===== config.mk =====
export PLATFORM = sky130hd
export DESIGN_NAME = mem_access_unit_flat
export DESIGN_NICKNAME = d
export VERILOG_FILES = /design/src/rtl/mem_access_unit_if.sv /design/src/rtl/mem_access_unit.sv /design/src/flat_wrapper.sv
export SDC_FILE = /design/constraint.sdc
export NUM_CORES = 1
export LEC_CHECK = 0
export ABC_AREA = 1
export CAP_MARGIN = 20
export CELL_PAD_IN_SITES_DETAIL_PLACEMENT = 1
export CELL_PAD_IN_SITES_GLOBAL_PLACEMENT = 1
export CORE_UTILIZATION = 29
export CTS_CLUSTER_SIZE = 8
export DETAILED_ROUTE_END_ITERATION = 10
export PLACE_DENSITY = 0.84
export SYNTH_ARGS = -nofsm -noshare
export SYNTH_HDL_FRONTEND = slang
export SYNTH_SLANG_ARGS = --single-unit
export TNS_END_PERCENT = 20

===== constraint.sdc =====
create_clock -name clk -period 1.9 [get_ports clk]
set_clock_uncertainty 0.15 [all_clocks]
set_input_delay 0.475 -clock clk [delete_from_list [all_inputs] [get_ports clk]]
set_output_delay 0.475 -clock clk [all_outputs]
set_load 0.005 [all_outputs]

===== src/rtl/mem_access_unit_if.sv =====
// Data-memory request/response port of the LC-3b MEM stage.
// The unit drives requests through the master modport; the memory answers through the slave modport.
interface mem_access_unit_if;
  logic [15:0] mem_address;
  logic [15:0] mem_wdata;
  logic        mem_read;
  logic        mem_write;
  logic [1:0]  mem_byte_enable;
  logic        mem_resp;
  logic [15:0] mem_rdata;

  modport master (
    output mem_address, mem_wdata, mem_read, mem_write, mem_byte_enable,
    input  mem_resp, mem_rdata
  );

  modport slave (
    input  mem_address, mem_wdata, mem_read, mem_write, mem_byte_enable,
    output mem_resp, mem_rdata
  );
endinterface


===== src/rtl/mem_access_unit.sv =====
// MEM-stage sequencer: runs word, byte and indirect (LDI/STI) data-memory accesses and stalls the pipeline.
// Define MEM_INDIRECT_EN to build the pointer-read state; otherwise indirect ops run as direct word accesses.
module mem_access_unit (
  input  logic               clk,
  input  logic               reset_n,
  input  logic               op_valid,
  input  logic               op_read,
  input  logic               op_write,
  input  logic               op_byte,
  input  logic               op_indirect,
  input  logic [15:0]        addr_in,
  input  logic [15:0]        wdata_in,
  input  logic               advance,
  mem_access_unit_if.master  mem,
  output logic [15:0]        rdata_out,
  output logic               stall
);

  localparam int DATA_W = 16;

  typedef enum logic [1:0] {
    IDLE,
`ifdef MEM_INDIRECT_EN
    PTR,
`endif
    ACCESS,
    HOLD
  } state_t;

  state_t state;
  logic   is_read;
  logic   is_byte;
  logic   addr_lsb;
  logic   mem_op;
  logic   byte_eff;

  function automatic logic [DATA_W-1:0] word_align(input logic [DATA_W-1:0] a);
    return a & 16'hFFFE;
  endfunction

  function automatic logic [DATA_W-1:0] load_lane(input logic [DATA_W-1:0] d,
                                                  input logic byte_sel, input logic hi);
    if (!byte_sel) return d;
    return hi ? {8'h00, d[15:8]} : {8'h00, d[7:0]};
  endfunction

  function automatic logic [1:0] write_lanes(input logic byte_sel, input logic hi);
    if (!byte_sel) return 2'b11;
    return hi ? 2'b10 : 2'b01;
  endfunction

  assign mem_op   = op_valid && (op_read || op_write);
  // Indirect accesses are always word-sized, with or without the pointer state.
  assign byte_eff = op_byte && !op_indirect;

  always_ff @(posedge clk or negedge reset_n) begin
    if (!reset_n) begin
      state               <= IDLE;
      is_read             <= 1'b0;
      is_byte             <= 1'b0;
      addr_lsb            <= 1'b0;
      mem.mem_address     <= '0;
      mem.mem_wdata       <= '0;
      mem.mem_read        <= 1'b0;
      mem.mem_write       <= 1'b0;
      mem.mem_byte_enable <= 2'b00;
      rdata_out           <= '0;
    end else begin
      case (state)
        IDLE: begin
          if (mem_op) begin
            is_read         <= op_read;
            is_byte         <= byte_eff;
            addr_lsb        <= addr_in[0];
            mem.mem_address <= byte_eff ? addr_in : word_align(addr_in);
            mem.mem_wdata   <= byte_eff ? {wdata_in[7:0], wdata_in[7:0]} : wdata_in;
`ifdef MEM_INDIRECT_EN
            if (op_indirect) begin
              state        <= PTR;
              mem.mem_read <= 1'b1;
            end else begin
`endif
              state               <= ACCESS;
              mem.mem_read        <= op_read;
              mem.mem_write       <= !op_read;
              mem.mem_byte_enable <= op_read ? 2'b00 : write_lanes(byte_eff, addr_in[0]);
`ifdef MEM_INDIRECT_EN
            end
`endif
          end
        end
`ifdef MEM_INDIRECT_EN
        PTR: begin
          // The pointer goes straight into the address register, so it is used the next cycle.
          if (mem.mem_resp) begin
            state               <= ACCESS;
            mem.mem_address     <= word_align(mem.mem_rdata);
            mem.mem_read        <= is_read;
            mem.mem_write       <= !is_read;
            mem.mem_byte_enable <= is_read ? 2'b00 : 2'b11;
          end
        end
`endif
        ACCESS: begin
          if (mem.mem_resp) begin
            state               <= HOLD;
            mem.mem_read        <= 1'b0;
            mem.mem_write       <= 1'b0;
            mem.mem_byte_enable <= 2'b00;
            if (is_read) rdata_out <= load_lane(mem.mem_rdata, is_byte, addr_lsb);
          end
        end
        HOLD: begin
          if (advance) state <= IDLE;
        end
        default: state <= IDLE;
      endcase
    end
  end

  always_comb begin
    stall = 1'b0;
    case (state)
      IDLE:    stall = mem_op;
`ifdef MEM_INDIRECT_EN
      PTR:     stall = 1'b1;
`endif
      ACCESS:  stall = 1'b1;
      default: stall = 1'b0;
    endcase
  end

endmodule


===== src/flat_wrapper.sv =====
// flat-port wrapper written by rule: the top's interface ports become plain ports
module mem_access_unit_flat 
  (clk, reset_n, op_valid, op_read, op_write, op_byte, op_indirect, addr_in, wdata_in, advance, rdata_out, stall, mem_mem_address, mem_mem_wdata, mem_mem_read, mem_mem_write, mem_mem_byte_enable, mem_mem_resp, mem_mem_rdata);
  mem_access_unit_if mem_i ();
  input  logic clk;
  input  logic reset_n;
  input  logic op_valid;
  input  logic op_read;
  input  logic op_write;
  input  logic op_byte;
  input  logic op_indirect;
  input  logic [15:0] addr_in;
  input  logic [15:0] wdata_in;
  input  logic advance;
  output logic [15:0] rdata_out;
  output logic stall;
  output wire logic [$bits(mem_i.mem_address)-1:0] mem_mem_address;
  output wire logic [$bits(mem_i.mem_wdata)-1:0] mem_mem_wdata;
  output wire logic [$bits(mem_i.mem_read)-1:0] mem_mem_read;
  output wire logic [$bits(mem_i.mem_write)-1:0] mem_mem_write;
  output wire logic [$bits(mem_i.mem_byte_enable)-1:0] mem_mem_byte_enable;
  input wire logic [$bits(mem_i.mem_resp)-1:0] mem_mem_resp;
  input wire logic [$bits(mem_i.mem_rdata)-1:0] mem_mem_rdata;
  assign mem_mem_address = mem_i.mem_address;
  assign mem_mem_wdata = mem_i.mem_wdata;
  assign mem_mem_read = mem_i.mem_read;
  assign mem_mem_write = mem_i.mem_write;
  assign mem_mem_byte_enable = mem_i.mem_byte_enable;
  assign mem_i.mem_resp = mem_mem_resp;
  assign mem_i.mem_rdata = mem_mem_rdata;
  mem_access_unit u_core (.clk(clk), .reset_n(reset_n), .op_valid(op_valid), .op_read(op_read), .op_write(op_write), .op_byte(op_byte), .op_indirect(op_indirect), .addr_in(addr_in), .wdata_in(wdata_in), .advance(advance), .mem(mem_i), .rdata_out(rdata_out), .stall(stall));
endmodule

==> results.ini, run 1 <==
[floorplanning]
fp.dieW_um=94.0
coreArea_sq_um=8220
die_y_um=94.0
pin_count=110
fp-row-count=33
die-area_sq_um=8830
initial_core_util_pct=29.8

[worst_hold_path]
hp-class=register to register
min_path_cells=2

[sta]
finalSetupTns_ns=0
hold_violations=0
rsz0062_at_grt=false
slew-limit-headroom_pct=64.1
finalSetupViolations=0
min_period_ns=1.85
finalCritPeriodShare_pct=97.4
timing.fmax_mhz=540
max_slew.worst_pin.slew_ns=0.538
maxSlewViolCount=0
hold_ws_ns=0.330

[critical_path]
cp-end-kind=output port
critPathArrivalTime_ns=1.23
worst-path-stages=1
cp_max_fo=2
cp_top_family=buffers and inverters
cp-start-kind=register
path_class=register to output port
critPathSlowestCell=clkdlybuf4s50_1
rr_worst_depth=7
cp_data_required_time_ns=1.27
cp_cell_sequence=clkdlybuf4s50_1
critical-path-max-stage-delay_ns=0.53
crit_buf_inv=1

[global_route]
grtUsageTotal_pct=17.0
grt_max_degree=58
grt_pass1_wl_um=11500
gr-usage-met3_pct=5.10
grt_pass1_vias=2472
met1_usage_pct=19.9
antenna_found_initial=0
grt-ovfl-total=0
top_usage_layer=met2
met2_usage_pct=29.1

[clock_network]
cts_buffers=9
cts_tree=done
clk_pin_slew_ns=0.07
cts-root-buf=clkbuf_8
cts_buffer_depth=2
h-tree-depth=3
clkLatencyLatePin_ns=0.32
cts.sinks=57

[routing]
dr_total_vias=2377
wl_per_cell_um=13.2
viasPerCell=4.52
drc_errors=0
wirelength_um=6920
drt_iter0_drc=32
firstDrtPassIters=4
ant_nets=0

[layout]
final_common_cell=nand2_1
final_cells=526
multi_input_area_sq_um=888
seqCellArea_sq_um=1430
antenna-diode-count=0
syn2layout_area_growth_pct=59.9
design_area_sq_um=3920
final_cell_mix=nand2_1, clkdlybuf4s50_1, dfrtp_1
final_nets=474
fillers=980
final_layout_size_suffix_gt1_share_pct=8.79

[yosys]
synth_warnings=0
synth_cells=295
syn_area_per_cell_sq_um=8.31
synth_area_sq_um=2450
synth_nets=352
ys_ff_latch=57
ys_types=17
yosysSeqAreaShare_pct=58.2

[flow_run]
drv_cap=0

[run_status]
outcome=finished clean

[placement]
dp_hpwl_um=5100
port-buffer-count=109
gp_congestion=0.789
placed_cell_area_sq_um=3710
placed_cells=509

[power_and_ir_drop]
leakagePower_nw=1.94
power_density_nw_per_um2=1450
peakVddDrop_mv=0.525

## layer usage
metal	vias to the layer above	wire length (um)
met5	-	0
met4	0	109
met3	8	496
met2	78	3250
met1	1129	3060
li1	1162	-
## layout make-up
cell class / count / area share [%]
sequential: 57 / 36.4
timing repair buffer: 123 / 30.9
multi-input combinational: 208 / 22.6
clock buffer: 12 / 3.96
tap: 105 / 3.35
inverter: 18 / 1.72
clock inverter: 3 / 1.02
## logic make-up (layout without fill, tap and decap cells)
logic type | after synthesis | in the layout | share of synthesized area, %
AND/OR/NAND/NOR | 178 | 178 | 29.8
buffers and inverters | 30 | 156 | 5.82
flip-flops | 57 | 57 | 58.2
AO/OA/AOI/OAI | 30 | 30 | 6.22
## worst reg2reg max path: stages (launching register included)
cell,delay [ns]
dfrtp_1,0.41
nor2_4,0.07
nand3_4,0.06
buf_4,0.45
inv_2,0.10
buf_4,0.20
nand2_1,0.08
nand2_1,0.05
## power by group
part | total, mW | internal [mW] | switching, mW
Sequential | 2.21 | 1.80 | 0.404
Clock | 1.13 | 0.666 | 0.462
Combinational | 2.36 | 1.40 | 0.951
## stage by stage
stage	total power [mW]	setup WS (ns)	utilization, %
after floorplan	3.04	0.262	-
after global placement	4.50	-0.436	45.2
after detailed placement	4.60	-0.460	45.2
final	5.69	0.0488	47.7
after CTS	5.79	0.0192	47.7
after global routing	6.13	0.00606	47.7
## path summary, 6_finish.rpt
path	start	slack, ns	endpoint
min	u_core.mem.mem_address[10]$_DFFE_PN0P_	0.33	u_core.mem.mem_address[10]$_DFFE_PN0P_
min reg2reg	u_core.mem.mem_address[10]$_DFFE_PN0P_	0.33	u_core.mem.mem_address[10]$_DFFE_PN0P_
max in group asynchronous	reset_n	0.80	u_core.rdata_out[5]$_DFFE_PN0P_
min in group asynchronous	reset_n	0.53	u_core.rdata_out[13]$_DFFE_PN0P_
max reg2reg	u_core.state[0]$_DFFE_PN0P_	0.23	u_core.mem.mem_wdata[9]$_DFFE_PN0P_
max	u_core.mem.mem_wdata[12]$_DFFE_PN0P_	0.05	mem_mem_wdata[12]
## repair_timing
| action | in CTS | in global routing |
|---|---|---|
| gates resized for setup | 8 | 3 |
| hold buffers | 1 | 0 |
| endpoints found under the setup margin | 20 | 1 |
| pin swaps | 2 | 2 |
| buffers inserted | 1 | 0 |
| endpoints found under the hold margin | 1 | 0 |
## sequential cells by signal, indices dropped and copies added (netlist names)
signal	cells
u_core.addr_lsb	1
u_core.is_byte	1
u_core.is_read	1
u_core.mem.mem_address	16
u_core.mem.mem_byte_enable	2
u_core.mem.mem_read	1
u_core.mem.mem_wdata	16
u_core.mem.mem_write	1
u_core.rdata_out	16
u_core.state	2
## Yosys cell counts
cell	n	area [sq um]
nand4_1	2	12.5
dfrtp_1	57	1430
buf_4	1	7.51
buf_2	8	40.0
clkbuf_2	1	5.00
nand3_1	15	75.1
inv_1	16	60.1
nor2_1	2	7.51
nand3_4	1	17.5
o31ai_1	1	7.51
nand2_1	156	586
nor2_4	1	11.3
o21ai_1	12	60.1
inv_2	2	7.51
nand4_4	1	21.3
buf_6	2	22.5
o21ai_0	17	85.1
Note: power is estimated with default switching activity, not from simulation.
==> run 2: changes to the inputs <==
--- a/config.mk
+++ b/config.mk
@@ -6,7 +6,7 @@
 export NUM_CORES = 1
 export LEC_CHECK = 0
 export ABC_AREA = 1
-export CAP_MARGIN = 20
+export CAP_MARGIN = 30
 export CELL_PAD_IN_SITES_DETAIL_PLACEMENT = 1
 export CELL_PAD_IN_SITES_GLOBAL_PLACEMENT = 1
 export CORE_UTILIZATION = 29
@@ -16,4 +16,3 @@
 export SYNTH_ARGS = -nofsm -noshare
 export SYNTH_HDL_FRONTEND = slang
 export SYNTH_SLANG_ARGS = --single-unit
-export TNS_END_PERCENT = 20
==> results of run 2 <==
The final DEF is identical to that of run 1; final timing and power are the same.
